==> config.mk <==
export PLATFORM = sky130hd
export DESIGN_NAME = formant_smoother
export DESIGN_NICKNAME = d
export VERILOG_FILES = /design/src/rtl/formant_smoother.sv
export SDC_FILE = /design/constraint.sdc
export NUM_CORES = 2
export LEC_CHECK = 0
export BUFFER_PORTS_ARGS = -buffer_cell sky130_fd_sc_hd__clkbuf_2
export CORE_MARGIN = 8
export CORE_UTILIZATION = 45
export CTS_BUF_LIST = sky130_fd_sc_hd__clkbuf_16
export DETAILED_ROUTE_END_ITERATION = 12
export GPL_TIMING_DRIVEN = 0
export PLACE_DENSITY_LB_ADDON = 0.2
export SYNTH_ARGS = -nofsm -noshare
export SYNTH_HDL_FRONTEND = slang
export SYNTH_SLANG_ARGS = --single-unit
==> constraint.sdc <==
create_clock -name clk_in -period 11.1 [get_ports clk_in]
set_input_delay 2.22 -clock clk_in [delete_from_list [all_inputs] [get_ports clk_in]]
set_output_delay 2.22 -clock clk_in [all_outputs]
set_load 0.1 [all_outputs]
==> src/rtl/formant_smoother.sv <==
// Formant frequency smoother: scales per-formant angles to Hz, then runs a
// jump-rejecting first-order tracker per formant before presenting the frame.
module formant_smoother #(
  parameter int unsigned BIT_WIDTH   = 32,
  parameter int unsigned FORMANTS    = 4,
  parameter int unsigned SCALE_Q16   = 104303783,
  parameter int unsigned ALPHA_SHIFT = 2,
  parameter int unsigned JUMP_LIMIT  = 500,
  parameter int unsigned REJECT_MAX  = 2
) (
  input  logic                 clk_in,
  input  logic                 rst_in,
  input  logic                 in_valid,
  input  logic [BIT_WIDTH-1:0] in_phi [0:FORMANTS-1],
  output logic                 in_ready,
  output logic                 out_valid,
  input  logic                 out_ready,
  output logic [BIT_WIDTH-1:0] out_hz [0:FORMANTS-1],
  output logic [7:0]           drop_count
);
  localparam int unsigned W  = BIT_WIDTH;
  localparam int unsigned PW = 2 * W;
  localparam int unsigned DW = W + 1;
  localparam int unsigned SW = W + 2;
  localparam int unsigned KW = (FORMANTS > 1) ? $clog2(FORMANTS) : 1;
  localparam int unsigned RW = (REJECT_MAX > 1) ? $clog2(REJECT_MAX + 1) : 1;
  localparam logic [KW-1:0] K_LAST = KW'(FORMANTS - 1);

  typedef enum logic [1:0] {IDLE, SCALE, FILTER, OUTPUT} state_t;

  state_t               state, state_nx;
  logic [KW-1:0]        k;
  logic                 primed;
  logic [W-1:0]         phi_q [0:FORMANTS-1];
  logic [W-1:0]         hz_q  [0:FORMANTS-1];
  logic [W-1:0]         track [0:FORMANTS-1];
  logic [RW-1:0]        rej   [0:FORMANTS-1];

  logic [PW-1:0]        prod, prod_sh;
  logic [W-1:0]         hz_scaled;
  logic signed [DW-1:0] diff, step;
  logic [DW-1:0]        mag;
  logic signed [SW-1:0] sum;
  logic [W-1:0]         smoothed, track_upd;
  logic [RW-1:0]        rej_upd;

  assign out_hz = track;

  // State register; handshake flags are registered from the next state.
  always_ff @(posedge clk_in or negedge rst_in) begin
    if (!rst_in) begin
      state     <= IDLE;
      in_ready  <= 1'b1;
      out_valid <= 1'b0;
    end else begin
      state     <= state_nx;
      in_ready  <= (state_nx == IDLE);
      out_valid <= (state_nx == OUTPUT);
    end
  end

  always_comb begin
    state_nx = state;
    case (state)
      IDLE:    if (in_valid) state_nx = SCALE;
      SCALE:   if (k == K_LAST) state_nx = FILTER;
      FILTER:  if (k == K_LAST) state_nx = OUTPUT;
      OUTPUT:  if (out_ready) state_nx = IDLE;
      default: state_nx = IDLE;
    endcase
  end

  // Angle-to-Hz scaling of formant k, saturating when the result overflows W bits.
  always_comb begin
    prod      = PW'(phi_q[k]) * PW'(SCALE_Q16);
    prod_sh   = prod >> 16;
    hz_scaled = (|prod_sh[PW-1:W]) ? '1 : prod_sh[W-1:0];
  end

  // Tracker update for formant k; the sum is clamped so the track never wraps.
  always_comb begin
    diff      = $signed({1'b0, hz_q[k]}) - $signed({1'b0, track[k]});
    mag       = diff[W] ? DW'(-diff) : DW'(diff);
    step      = diff >>> ALPHA_SHIFT;
    sum       = $signed({2'b00, track[k]}) + SW'(step);
    smoothed  = sum[SW-1] ? '0 : (sum[W] ? '1 : sum[W-1:0]);
    track_upd = track[k];
    rej_upd   = '0;
    if (!primed) begin
      track_upd = hz_q[k];
    end else if (mag <= DW'(JUMP_LIMIT)) begin
      track_upd = smoothed;
    end else if ((32'(rej[k]) + 32'd1) >= REJECT_MAX) begin
      track_upd = hz_q[k];
    end else begin
      rej_upd = rej[k] + RW'(1);
    end
  end

  always_ff @(posedge clk_in or negedge rst_in) begin
    if (!rst_in) begin
      k          <= '0;
      primed     <= 1'b0;
      drop_count <= '0;
      for (int i = 0; i < FORMANTS; i++) begin
        phi_q[i] <= '0;
        hz_q[i]  <= '0;
        track[i] <= '0;
        rej[i]   <= '0;
      end
    end else begin
      if (in_valid && (state != IDLE) && (drop_count != 8'hFF))
        drop_count <= drop_count + 8'd1;
      case (state)
        IDLE: begin
          if (in_valid) begin
            phi_q <= in_phi;
            k     <= '0;
          end
        end
        SCALE: begin
          hz_q[k] <= hz_scaled;
          k       <= (k == K_LAST) ? '0 : k + KW'(1);
        end
        FILTER: begin
          track[k] <= track_upd;
          rej[k]   <= rej_upd;
          if (k == K_LAST) begin
            k      <= '0;
            primed <= 1'b1;
          end else begin
            k <= k + KW'(1);
          end
        end
        default: ;
      endcase
    end
  end
endmodule

==> flow_summary.ini <==
[outcome]
outcome = finished clean

[floorplan]
num_rows = 108
start_util_pct = 45.5
die_h_um = 312
ioPinCount = 270
core-area_um2 = 86900
die_area_um2 = 97500
die_w_um = 312

[route]
final_antenna_net_count = 0
route.top_layer_used = met4
wire_per_inst_um = 24.3
wirelength_met1_mm = 54.4
viasPerCell = 5.86
vias = 32900
dr.first_iter.drc_count = 2623
route.detailed.drc = 0
dr_wl_met2_mm = 65.3
wl_met3_mm = 9.60
wl_mm = 136
first_pass_iters = 8

[global_routing]
grt_pass1_vias = 33700
antenna_found_initial = 0
overflow = 0
grt_pass1_wl_mm = 207
grt_max_degree = 102
grt_usage_pct = 27.3

[worst_setup_path]
cp.required_ns = 11.60
worstRegToRegCells = 33
max_stage_delay_ns = 0.74
rr_endpoint = hz_q[115]
cp.buffers_inverters = 11
rrSetupSlack_ns = 0.43
crit_type = register to register
crit_path_end_kind = register
critPathArrivalTime_ns = 11.18
cpLargestDelayFamily = adder cells
rr_startpoint = k[0]
cp-start-kind = register
cp_slowest_cell = mux4_2
cp_max_fo = 10

[final_layout]
area_growth_pct = 11.2
nFillCells = 8167
regArea_um2 = 10200
instances_no_fill = 5609
layout-drive-gt1-share_pct = 14.2
multi_input_area_um2 = 26000
nets = 5270
antennaDiodeCount = 0

[place]
dp_cells = 5525
portBuffers = 269
place_congestion = 0.965
dpl.hpwl_mm = 112

[logic_synthesis]
netlist_area_um2 = 39500
ys_warn_count = 0
ys_seq_elements = 407
ys_types = 85
postSynthAreaPerCell_um2 = 9.64
ys_seq_area_share_pct = 25.8
synth_edf_count = 0
synth_nets = 4948
async_reset_ff_share_pct = 100
syn-instance-count = 4097
synth_flop_cell = dfrtp_1

[clocking]
cts_inserted_buffers = 48
clk_latency_ns = 0.65
cts_setup_buffers = 0
holdBufCountCts = 0
clock_path_buffers = 3
cts.clk_slew.worst_paths_ns = 0.06
cts_tree = done
htreeDepth = 2
clock_sinks = 407
cts_root_buf = clkbuf_16

[min_path]
min_from = hz_q[47]
holdPathEnd = hz_q[47]
hp-class = register to register
hold_depth = 2

[timing]
fin_skew_ns = 0.0499
setup_viol_count_final = 0
finalMaxSlewViolations = 0
finalHoldViolCount = 0
hold-worst-slack_ns = 0.472
slew_headroom_pct = 16.0
rsz0062_at_grt = false
max_freq_ghz = 0.0937
post-route-period-util_pct = 96.2
min_period_ns = 10.67
tightestPinTransition_ns = 1.26

[job]
drv_cap = 0
-- how the worst max path moves through the flow --
stage | cells after the start | slack [ns] | start | to
floorplan | 32 | 1.59 | k[0] | hz_q[1]
global placement | 1 | -1.85 | rst_in | phi_q[54]
finish | 33 | 0.43 | k[0] | hz_q[115]
global route | 33 | 0.003 | k[0] | hz_q[114]
CTS | 30 | 0.003 | k[0] | hz_q[81]
detailed placement | 30 | -1.42 | k[0] | hz_q[81]
-- through the flow --
step / util, % / setup TNS, ns / cell area, µm² / worst slack (ns)
2_1_floorplan: - / 0 / 39500 / 1.59
3_3_place_gp: 48.7 / -835.68 / 42300 / -1.85
3_5_place_dp: 48.8 / -161.63 / 42400 / -1.42
4_1_cts: 50.5 / 0 / 43900 / 0.00299
5_1_grt: 50.6 / 0 / 43900 / 0.00306
6_report: 50.6 / 0 / 43900 / 0.427
-- cell usage after synthesis, types with 23 or more instances --
cell type / number / area, µm²
a21o_1: 69 / 518
a21oi_1: 125 / 626
a31oi_1: 138 / 863
and2_1: 23 / 144
clkbuf_1: 175 / 657
dfrtp_1: 406 / 10200
fa_1: 336 / 6730
ha_1: 383 / 4790
inv_1: 668 / 2510
mux2_2: 133 / 1500
mux4_2: 98 / 2210
nand2_1: 390 / 1460
nand3_1: 38 / 190
nand4_1: 32 / 200
nor2_1: 165 / 619
nor3_1: 42 / 210
o211ai_1: 25 / 188
o21ai_0: 296 / 1480
o21ai_1: 34 / 170
o41ai_1: 117 / 1020
xnor2_1: 58 / 508
xor2_1: 34 / 298
-- timing repair --
| item | 4_1_cts | 5_1_grt |
|---|---|---|
| endpoints found under the setup margin | 128 | 128 |
| resized for setup | 18 | 21 |
| hold endpoints to repair | 0 | 0 |
-- sequential cells by signal, summed over array words and instances, names as in the netlist --
name and flops:
drop_count 8, hz_q 128, in_ready 1, k 2, out_hz 128, out_valid 1
phi_q 128, primed 1, rej 8, state 2
-- logic make-up (layout without fill, tap and decap cells) --
logic type | count (synthesis) | count (layout) | share of synthesized area [%]
AND/OR/NAND/NOR | 801 | 801 | 9.10
adder cells (fa/ha/maj) | 719 | 719 | 29.2
AO/OA/AOI/OAI | 968 | 968 | 16.0
buffers and inverters | 873 | 1230 | 8.43
flip-flops | 407 | 407 | 25.8
multiplexers | 237 | 237 | 9.53
XOR/XNOR | 92 | 92 | 2.04
-- placed cells by master (no fill, tap or decap), types with 8 or more instances in the layout --
| cell | Yosys | layout |
|---|---|---|
| nand2_1 | 390 | 390 |
| a2111oi_0 | 10 | 10 |
| or3_1 | 9 | 9 |
| mux2_2 | 133 | 133 |
| fa_1 | 336 | 336 |
| and2_1 | 23 | 23 |
| a21boi_0 | 10 | 10 |
| nand3_1 | 38 | 38 |
| nor3b_1 | 8 | 8 |
| o21bai_1 | 12 | 12 |
| xnor2_1 | 58 | 58 |
| o21ai_1 | 34 | 34 |
| o21a_1 | 15 | 15 |
| o211ai_1 | 25 | 25 |
| clkinv_1 | 0 | 11 |
| nand4_1 | 32 | 32 |
| a21o_1 | 69 | 69 |
| ha_1 | 383 | 383 |
| o21ai_0 | 296 | 296 |
| o41ai_1 | 117 | 117 |
| inv_1 | 668 | 678 |
| nor2b_1 | 14 | 14 |
| clkbuf_2 | 0 | 270 |
| dfrtp_1 | 406 | 406 |
| nand2b_1 | 15 | 15 |
| clkinv_2 | 0 | 8 |
| and3_1 | 20 | 20 |
| mux4_2 | 98 | 98 |
| nor4_1 | 13 | 13 |
| buf_2 | 13 | 14 |
| a211oi_1 | 17 | 16 |
| nor2_1 | 165 | 160 |
| clkbuf_1 | 175 | 171 |
| clkbuf_16 | 0 | 48 |
| o31ai_1 | 10 | 10 |
| a21oi_1 | 125 | 123 |
| nor3_1 | 42 | 42 |
| xor2_1 | 34 | 34 |
| a31oi_1 | 138 | 138 |
| a221oi_1 | 11 | 10 |
-- worst register-to-register path: cells and delay by family (launching register included) --
| family | cells | cell delay, ns |
|---|---|---|
| buffers and inverters | 11 | 2.31 |
| flip-flops | 1 | 0.43 |
| AO/OA/AOI/OAI | 10 | 2.27 |
| AND/OR/NAND/NOR | 3 | 1.24 |
| multiplexers | 1 | 0.74 |
| adder cells (fa/ha/maj) | 8 | 3.57 |
-- cell type report --
cell class | count | area share (%)
inverter | 668 | 5.71
buffer | 204 | 1.94
clock inverter | 37 | 0.618
tap | 1155 | 3.29
clock buffer | 48 | 2.73
sequential | 407 | 23.2
multi-input combinational | 2817 | 59.2
timing repair buffer | 273 | 3.33
-- routing by layer --
layer,GRT usage (%),up-vias
li1,-,14900
met1,34.4,16200
met2,46.2,1445
met3,4.65,312
met4,11.3,0
met5,0,-
Power is left out: the tool's default activity adds up to more than one toggle a clock period on the data nets, which glitch-free logic cannot reach.
